### config.mk
export PLATFORM = sky130hd
export DESIGN_NAME = pbus_master
export DESIGN_NICKNAME = d
export VERILOG_FILES = /design/src/rtl/pbus_pkg.sv /design/src/rtl/pbus_sync2.sv /design/src/rtl/pbus_master.sv
export SDC_FILE = /design/constraint.sdc
export NUM_CORES = 1
export LEC_CHECK = 0
export ABC_CLOCK_PERIOD_IN_PS = 3900
export CORE_UTILIZATION = 40
export DETAILED_ROUTE_END_ITERATION = 12
export PLACE_DENSITY_LB_ADDON = 0.15
export SYNTH_ARGS = -nofsm -noshare
export SYNTH_HDL_FRONTEND = slang
export SYNTH_SLANG_ARGS = --single-unit
### constraint.sdc
create_clock -name clk20 -period 3.9 [get_ports clk20]
set_input_delay 0.39 -clock clk20 [delete_from_list [all_inputs] [get_ports clk20]]
set_output_delay 0.39 -clock clk20 [all_outputs]
set_load 0.005 [all_outputs]
### src/rtl/pbus_pkg.sv
// Shared definitions for the Pico-style 8-bit parallel bus: widths, default
// strobe timing (also used by the responder-side model) and initiator FSM states.
package pbus_pkg;

  localparam int unsigned ADDR_W = 6;
  localparam int unsigned DATA_W = 8;

  localparam int unsigned SETUP_CYC   = 4;
  localparam int unsigned PULSE_CYC   = 8;
  localparam int unsigned HOLD_CYC    = 4;
  localparam int unsigned TIMEOUT_CYC = 1024;

  typedef enum logic [2:0] {
    ST_IDLE       = 3'd0,
    ST_SETUP      = 3'd1,
    ST_WR_PULSE   = 3'd2,
    ST_RD_WAIT    = 3'd3,
    ST_RD_RELEASE = 3'd4,
    ST_HOLD       = 3'd5
  } state_t;

  // Request latched at accept; addr/wdata drive the bus for the whole transaction.
  typedef struct packed {
    logic              we;
    logic [ADDR_W-1:0] addr;
    logic [DATA_W-1:0] wdata;
  } req_t;

  function automatic int unsigned max3(input int unsigned a, input int unsigned b,
                                       input int unsigned c);
    int unsigned m;
    m = (a > b) ? a : b;
    return (m > c) ? m : c;
  endfunction

endpackage

### src/rtl/pbus_sync2.sv
// Generic two-flop synchronizer, asynchronous reset to zero.
module pbus_sync2 #(
  parameter int unsigned WIDTH = 1
) (
  input  logic             clk,
  input  logic             rst_n,
  input  logic [WIDTH-1:0] d,
  output logic [WIDTH-1:0] q
);

  logic [WIDTH-1:0] meta;

  always_ff @(posedge clk or negedge rst_n) begin
    if (!rst_n) begin
      meta <= '0;
      q    <= '0;
    end else begin
      meta <= d;
      q    <= meta;
    end
  end

endmodule

### src/rtl/pbus_master.sv
// Pico-bus initiator: turns single-cycle requests into timed cs/wr/rd bus cycles,
// waiting on a synchronized rdy level for reads with a per-edge timeout.
module pbus_master
  import pbus_pkg::*;
#(
  parameter int unsigned P_SETUP_CYC   = SETUP_CYC,
  parameter int unsigned P_PULSE_CYC   = PULSE_CYC,
  parameter int unsigned P_HOLD_CYC    = HOLD_CYC,
  parameter int unsigned P_TIMEOUT_CYC = TIMEOUT_CYC
) (
  input  logic              clk20,
  input  logic              core_rst_n,
  input  logic              req_i,
  input  logic              we_i,
  input  logic [ADDR_W-1:0] addr_i,
  input  logic [DATA_W-1:0] wdata_i,
  output logic              busy_o,
  output logic              done_o,
  output logic [DATA_W-1:0] rdata_o,
  output logic              err_o,
  output logic              cs_o,
  output logic              wr_o,
  output logic              rd_o,
  output logic [ADDR_W-1:0] a_o,
  output logic [DATA_W-1:0] d_w_o,
  input  logic [DATA_W-1:0] d_r_i,
  input  logic              rdy_i
);

  localparam int unsigned CNT_MAX = max3(P_SETUP_CYC, P_PULSE_CYC, P_HOLD_CYC);
  localparam int unsigned CNT_W   = (CNT_MAX > 1) ? $clog2(CNT_MAX) : 1;
  localparam int unsigned TCNT_W  = $clog2(P_TIMEOUT_CYC);

  state_t            state;
  req_t              cur;
  logic [CNT_W-1:0]  cnt;
  logic [TCNT_W-1:0] tcnt;
  logic [TCNT_W-1:0] tcnt_inc;
  logic              rdy_s;
  logic              tmo_hit;

  pbus_sync2 #(.WIDTH(1)) u_rdy_sync (
    .clk   (clk20),
    .rst_n (core_rst_n),
    .d     (rdy_i),
    .q     (rdy_s)
  );

  // Address and write data come straight from the latched request register.
  assign a_o   = cur.addr;
  assign d_w_o = cur.wdata;

  // Timeout fires on the edge where the wait count would reach TIMEOUT-1.
  assign tcnt_inc = tcnt + TCNT_W'(1);
  assign tmo_hit  = (tcnt_inc == TCNT_W'(P_TIMEOUT_CYC - 1));

  always_ff @(posedge clk20 or negedge core_rst_n) begin
    if (!core_rst_n) begin
      state   <= ST_IDLE;
      cur     <= '0;
      cnt     <= '0;
      tcnt    <= '0;
      busy_o  <= 1'b0;
      done_o  <= 1'b0;
      rdata_o <= '0;
      err_o   <= 1'b0;
      cs_o    <= 1'b0;
      wr_o    <= 1'b0;
      rd_o    <= 1'b0;
    end else begin
      done_o <= 1'b0;
      case (state)
        ST_IDLE: begin
          if (req_i) begin
            cur.we   <= we_i;
            cur.addr <= addr_i;
            if (we_i) cur.wdata <= wdata_i;
            cs_o   <= 1'b1;
            busy_o <= 1'b1;
            err_o  <= 1'b0;
            cnt    <= CNT_W'(P_SETUP_CYC - 1);
            state  <= ST_SETUP;
          end
        end

        ST_SETUP: begin
          if (cnt == '0) begin
            if (cur.we) begin
              wr_o  <= 1'b1;
              cnt   <= CNT_W'(P_PULSE_CYC - 1);
              state <= ST_WR_PULSE;
            end else begin
              rd_o  <= 1'b1;
              tcnt  <= '0;
              state <= ST_RD_WAIT;
            end
          end else begin
            cnt <= cnt - CNT_W'(1);
          end
        end

        ST_WR_PULSE: begin
          if (cnt == '0) begin
            wr_o  <= 1'b0;
            cnt   <= CNT_W'(P_HOLD_CYC - 1);
            state <= ST_HOLD;
          end else begin
            cnt <= cnt - CNT_W'(1);
          end
        end

        // d_r_i has been stable for two cycles by the time rdy_s is seen high.
        ST_RD_WAIT: begin
          if (rdy_s) begin
            rdata_o <= d_r_i;
            rd_o    <= 1'b0;
            tcnt    <= '0;
            state   <= ST_RD_RELEASE;
          end else if (tmo_hit) begin
            rd_o    <= 1'b0;
            err_o   <= 1'b1;
            rdata_o <= '0;
            cnt     <= CNT_W'(P_HOLD_CYC - 1);
            state   <= ST_HOLD;
          end else begin
            tcnt <= tcnt_inc;
          end
        end

        // Responder drops rdy after rd falls; wait for that before the hold phase.
        ST_RD_RELEASE: begin
          if (!rdy_s) begin
            cnt   <= CNT_W'(P_HOLD_CYC - 1);
            state <= ST_HOLD;
          end else if (tmo_hit) begin
            err_o <= 1'b1;
            cnt   <= CNT_W'(P_HOLD_CYC - 1);
            state <= ST_HOLD;
          end else begin
            tcnt <= tcnt_inc;
          end
        end

        ST_HOLD: begin
          if (cnt == '0) begin
            cs_o   <= 1'b0;
            busy_o <= 1'b0;
            done_o <= 1'b1;
            state  <= ST_IDLE;
          end else begin
            cnt <= cnt - CNT_W'(1);
          end
        end

        default: state <= ST_IDLE;
      endcase
    end
  end

endmodule

; ---- Word level (Yosys, flattened, before mapping)
; Index checks and enable logic that the tools add are counted.
; W data, S select, Z words.
[word_totals]
regBits = 46
out_inout_bits = 28
[op_classes]
add_sub_neg = 2
eq_ne = 17
mux = 44
n_reduce_logical = 19
[ops]
columns = op, count
row1 = $mux W10, 5
row2 = $mux W3, 15
row3 = $pmux W3 S6, 2
row4 = $pmux W10 S3, 1
row5 = $reduce_and A4 Y1, 5
row6 = $mux W8, 2
row7 = $ne A2 B2 Y1 const B, 8
row8 = $mux W1, 15
row9 = $add A10 B1 Y10 const B, 1
row10 = $eq A10 B10 Y1 const B, 1
row11 = $reduce_bool A2 Y1, 4
row12 = $eq A3 B2 Y1 const B, 2
row13 = $eq A3 B3 Y1 const B, 2
row14 = $logic_not A3 Y1, 2
row15 = $pmux W1 S2, 3
row16 = $reduce_and A3 Y1, 2
row17 = $reduce_bool A3 Y1, 2
row18 = $reduce_bool A6 Y1, 1
row19 = $reduce_and A5 Y1, 1
row20 = $reduce_and A2 Y1, 2
row21 = $eq A3 B1 Y1 const B, 1
row22 = $ne A3 B2 Y1 const B, 1
row23 = $ne A3 B3 Y1 const B, 1
row24 = $pmux W1 S3, 1
row25 = other kinds (2), 2

; ---- Depth between registers and ports, before layout
[logic_depth]
word_depth = 5
ltp_mapped = 8
depth_no_buf = 7

; ---- Modules after synthesis
; Synthesis repeated with hierarchy kept, for this count alone.
[unflattened]
hier_cells = 231
area_unflattened_um2 = 2426.1
[modules_own_cells]
columns = mod, n_inst, cells_each, area_per_inst_um2, seq_area_each_um2
row1 = pbus_master, 1, 229, 2376.0, 1101.1
row2 = pbus_sync2, 1, 2, 50.0, 50.0

; ---- Worst setup path after synthesis
; No wires, ideal clock.
[synth_timing]
path_type = register to register
startpoint = register tcnt[0]
endpoint = register rd_o
setup_ps = 121
t_arrival_ps = 1954
required_time_ps = 3779
slack_ps = 1825
stages_incl_launch_ff = 8
synth_period_minus_slack_ps = 2075
cell_sequence = dfrtp_1 -> ha_1 -> clkbuf_1 -> nand4b_1 -> nor4_1 -> nor4_4 -> or2_2 -> o22a_1
[synth_between]
elab_chain_cells = 4
[synth_rtl]
columns = item, line
row1 = from (decl), pbus_master.sv:37  ; logic [TCNT_W-1:0] tcnt;
row2 = from (signal assigned), pbus_master.sv:126  ; tcnt <= tcnt_inc;
row3 = from (signal assigned), pbus_master.sv:140  ; tcnt <= tcnt_inc;
row4 = $add A10 B1 Y10, pbus_master.sv:54  ; assign tcnt_inc = tcnt + TCNT_W'(1);
row5 = $eq A10 B10 Y1, pbus_master.sv:55  ; assign tmo_hit = (tcnt_inc == TCNT_W'(P_TIMEOUT_CYC - 1));
row6 = $ne A3 B2 Y1 (no line), -
row7 = $reduce_and A4 Y1 (no line), -
row8 = to (signal assigned), pbus_master.sv:69  ; rd_o <= 1'b0;
row9 = to (signal assigned), pbus_master.sv:93  ; rd_o <= 1'b1;
row10 = to (signal assigned), pbus_master.sv:116  ; rd_o <= 1'b0;
row11 = to (decl), pbus_master.sv:23  ; output logic rd_o,
; No other way between the ends.
; A chain may end at the register's enable or synchronous reset.

; ---- Worst setup path after layout
[layout_timing]
startpoint = register tcnt[0]
endpoint = register cnt[2]
[layout_between]
elab_chain_cells = 5
[layout_rtl]
columns = item, line
row1 = $add A10 B1 Y10 *, pbus_master.sv:54
row2 = $eq A10 B10 Y1 *, pbus_master.sv:55
row3 = $mux W3 *, -
row4 = $mux W3 (on tied branches), -
row5 = $pmux W3 S6 *, -
row6 = to (signal assigned), pbus_master.sv:81  ; cnt <= CNT_W'(P_SETUP_CYC - 1);
row7 = to (signal assigned), pbus_master.sv:90  ; cnt <= CNT_W'(P_PULSE_CYC - 1);
row8 = to (signal assigned), pbus_master.sv:98  ; cnt <= cnt - CNT_W'(1);
row9 = to (decl), pbus_master.sv:36  ; logic [CNT_W-1:0] cnt;
; Every way passes the cells marked *; elsewhere a longest branch is shown, timed or not. The select of a mux whose other input is x is not followed.

==> flow_results.org <==
** Run status
- The flow ran to the end, and the final reports show no timing, DRC or antenna violations.

** Worst setup path
- Cell breakdown of the critical path :: ha_1 > nand4b_1 > nor4_1 > nor4_4 > nor2_1 > o221ai_1
- STA classifies the critical path startpoint as a flip-flop.
- Crit Reg-Reg Endpoint :: cnt[2]
- Delay contributed by the slowest stage of the critical path :: 0.70 ns
- On the critical path, the stage with the largest delay is an instance of sky130_fd_sc_hd__nor2_1.
- Origin of the critical flop-to-flop path :: tcnt[0]
- Type of element capturing the critical path :: flip-flop
- For flop-to-flop paths, the worst setup slack is 1.27 ns.
- Required time of the critical path :: 4.04 ns
- For the worst flop-to-flop path, the logic depth is 6.
- Start-to-end type of the worst setup path :: flip-flop to flip-flop
- Critical Path AT :: 2.77 ns
- Worst setup path startpoint :: tcnt[0]
- Timing endpoint of the critical path :: cnt[2]
- In this run the worst path has a maximum fanout of 12.

** Logic synthesis
- During synthesis, Yosys emitted a total of 0 warnings.
- Multiplexer area fraction after synthesis :: 3.41%
- Synthesized-area fraction occupied by adder cells :: 1.89%
- Synth Instances :: 285
- Cell type with the highest aggregate area in the netlist :: sky130_fd_sc_hd__dfrtp_1
- The number of nets in the synthesized netlist is 316.
- Flop and latch count out of synthesis :: 46
- Of the total synthesized cell area, the portion taken by AND, OR, NAND and NOR gates is 23.7%.
- Summing the areas of all xor and xnor instances in the mapped netlist gives 1.99% of the synthesized area.
- Number of unique standard cell types used by synthesis :: 58
- After synthesis, the share of flip-flops with an asynchronous set or reset is 100%.
- Post-synth design cell area :: 2650 sq um
- Sequential elements use 43.5% of the synthesized area.
- Synth Area in Compound Gates :: 17.2%
- Share of the synthesized area in the top cell type :: 43.5%
- The synthesized design contains 0 enable-type register cells.
- Leading register cell type out of synthesis :: sky130_fd_sc_hd__dfrtp_1
- Sorting the synthesized cells by area gives the leading types as sky130_fd_sc_hd__dfrtp_1 44%, sky130_fd_sc_hd__nand2_1 5.8%, sky130_fd_sc_hd__buf_4 4.3%.
- Syn avg cell area :: 9.28 sq um
- Combinational family with the most area after synthesis :: simple AND/OR/NAND/NOR gates

** Drt
- Across all layers, the routed design uses 2159 vias.
- DRT Wirelength :: 5.81 mm
- First drt pass iteration count :: 5
- Post-DRT Antenna Nets :: 0
- Dividing the detail-routed via count by the number of cells gives 5.49.
- In this run, the number of DRC markers left after iteration 0 of detailed routing was 112.
- For this run, design rule violations remaining after detail routing come to 0.
- Dividing the detail-routed wire length by the instance count gives 14.8 microns.

** CTS
- Clock latency on the worst-skew pair :: 0.30 ns
- CTS tree :: done
- Clock tree synthesis selected as its root buffer the cell sky130_fd_sc_hd__clkbuf_8.
- The number of setup buffers added after CTS is 0.
- H-Tree Level Count :: 2
- Cts hold-fix bufs :: 0
- Post-CTS repair changed the size of 0 cells.
- The clock drives 46 sinks.
- The clock passes through at most 2 buffers.
- The number of clock buffers added by TritonCTS is 5.
- Clock-pin slew was measured on the worst setup and hold paths at 0.09 ns.

** Die
- Die extent in x :: 83.3 microns
- Die height :: 83.3 microns
- Area of the core :: 6350 sq um
- Top-Level Pins :: 55
- For this configuration, the core starts out at a cell density of 41.7%.
- The die covers 6940 sq um.
- Row Count :: 29

** Cells and area
- Leading cell type in the layout, fill and taps excluded :: sky130_fd_sc_hd__clkdlybuf4s50_1
- The area growth from synthesis to layout is 20.2%.
- The layout has 599 filler cells.
- Final-stage net count :: 346
- Final non-filler cell total :: 393
- Summing all flip-flop and latch instances after layout gives 1150 sq um.
- Leaving out fill and tap cells, the most frequent cells in the layout are 53 x sky130_fd_sc_hd__clkdlybuf4s50_1, 46 x sky130_fd_sc_hd__dfrtp_1, 41 x sky130_fd_sc_hd__nand2_1, 22 x sky130_fd_sc_hd__nor2_1, 12 x sky130_fd_sc_hd__nand2b_1.
- Combined area of the multi-input logic cells :: 1270 sq um
- Number of antenna cells inserted :: 0
- In the final layout, the share of cells above drive strength 1 is 8.54%.

** STA
- F_max :: 0.380 GHz
- Clock Skew :: 0.00687 ns
- Period utilisation layout :: 67.4%
- Setup repair after global routing left no endpoint under its margin.
- Setup total negative slack on the finished layout was measured at 0 ns.
- Final-report hold violation count :: 0
- Setup violations remaining at the end of the flow were counted as 0.
- The total count of max-transition violations in the final report is 0.
- For the finished layout, the period the worst path requires is 2.63 ns.
- Worst slew slack as a fraction of its limit :: 41.4%
- For the pin with the worst max-slew slack, the measured transition is 0.876 ns.

** GRT
- Via count of the first global-routing pass :: 2061
- Total routing resource utilization after global routing :: 17.6%
- The first global-routing pass estimated 9.97 mm of wire.
- Maximum number of pins on one net before global-route repair :: 47
- Residual overflow from global routing :: 0
- The initial antenna violation count came to 0.

** Hold path
- The worst hold path belongs to the class input pin to async pin.

** Placement
- After detailed placement, the design holds a cell count of 385.
- Routability-driven placement finished with a final weighted congestion of 0.822.
- Port Buf Inserts :: 54
- Half-perimeter wire length of the detailed placement result :: 4.01 mm

** Power and ir drop
- Power density over the cells :: 657 nW/um^2
- Static leakage power :: 1.32 nW
- VDD sags by at most 257 uV.

** Job
- The tool flagged a number of max-cap violations equal to 0.
==> layout make-up <==
| type | count | share of cell area, % |
|---|---|---|
| sequential | 46 | 36.2 |
| clock buffer | 6 | 2.28 |
| multi-input combinational | 199 | 40.0 |
| inverter | 8 | 0.944 |
| tap | 77 | 3.03 |
| timing repair buffer | 55 | 17.1 |
| clock inverter | 2 | 0.433 |
==> where the power goes <==
group / switching (mW) / internal, mW
combinational: 0.423 / 0.530
sequential: 0.201 / 0.640
clock: 0.168 / 0.127
total: 0.792 / 1.30
==> how the worst min path moves through the flow <==
stage / end / slack, ns
6_report: tcnt[0] / 0.17
5_1_grt: tcnt[0] / 0.24
4_1_cts: rdata_o[6] / 0.19
3_5_place_dp: u_rdy_sync.q / 0.34
3_3_place_gp: u_rdy_sync.q / 0.33
2_1_floorplan: a_o[0] / 0.09
==> cells in the mapped netlist (all sizes together) (4+ instances only) <==
cell type / n
nor4: 7
a21oi: 8
nor2b: 4
nand3: 5
nor3b: 4
inv: 8
buf: 21
ha: 4
nor2: 22
o21ai: 20
clkbuf: 11
mux2: 8
a22oi: 9
nand2b: 13
dfrtp: 46
nand2: 41
==> worst max-delay path, delay by kind of cell (launching register included) <==
kind	cells	cell delay [ns]
simple gates	4	1.44
flops	1	0.44
fa+ha+maj	1	0.33
compound gates	1	0.24
==> state kept, by name (all words and copies together) (netlist names) <==
| signal | cells |
|---|---|
| err_o | 1 |
| a_o | 6 |
| rdata_o | 8 |
| cur | 1 |
| cs_o | 1 |
| d_w_o | 8 |
| u_rdy_sync.q | 1 |
| u_rdy_sync.meta | 1 |
| done_o | 1 |
| state | 3 |
| rd_o | 1 |
| wr_o | 1 |
| cnt | 3 |
| tcnt | 10 |
==> through the flow <==
step	instance area, sq um	total power, mW	utilization (%)	worst slack (ns)	hold WS, ns
2_1_floorplan	2650	1.53	-	1.83	0.0944
3_3_place_gp	3090	1.79	48.7	1.35	0.333
3_5_place_dp	3090	1.81	48.7	1.29	0.336
4_1_cts	3180	2.11	50.1	1.27	0.193
5_1_grt	3180	2.26	50.1	1.05	0.238
6_report	3180	2.09	50.1	1.27	0.169
==> cell families (layout without fill, tap and decap cells) <==
logic type | after synthesis | in the layout
muxes | 8 | 8
AOI/OAI and AO/OA | 64 | 64
buffers and inverters | 40 | 71
xor gates and xnor gates | 6 | 6
and+or+nand+nor | 117 | 117
adders and majority gates | 4 | 4
DFF | 46 | 46
==> layer usage <==
layer / track usage (%) / wire length (microns) / vias up
met4: 6.43 / 99 / 0
met5: 0 / 0 / -
met1: 23.1 / 2740 / 1045
li1: - / - / 1051
met2: 28.8 / 2760 / 54
met3: 3.38 / 209 / 9
Note: power is estimated with default switching activity, not from simulation.
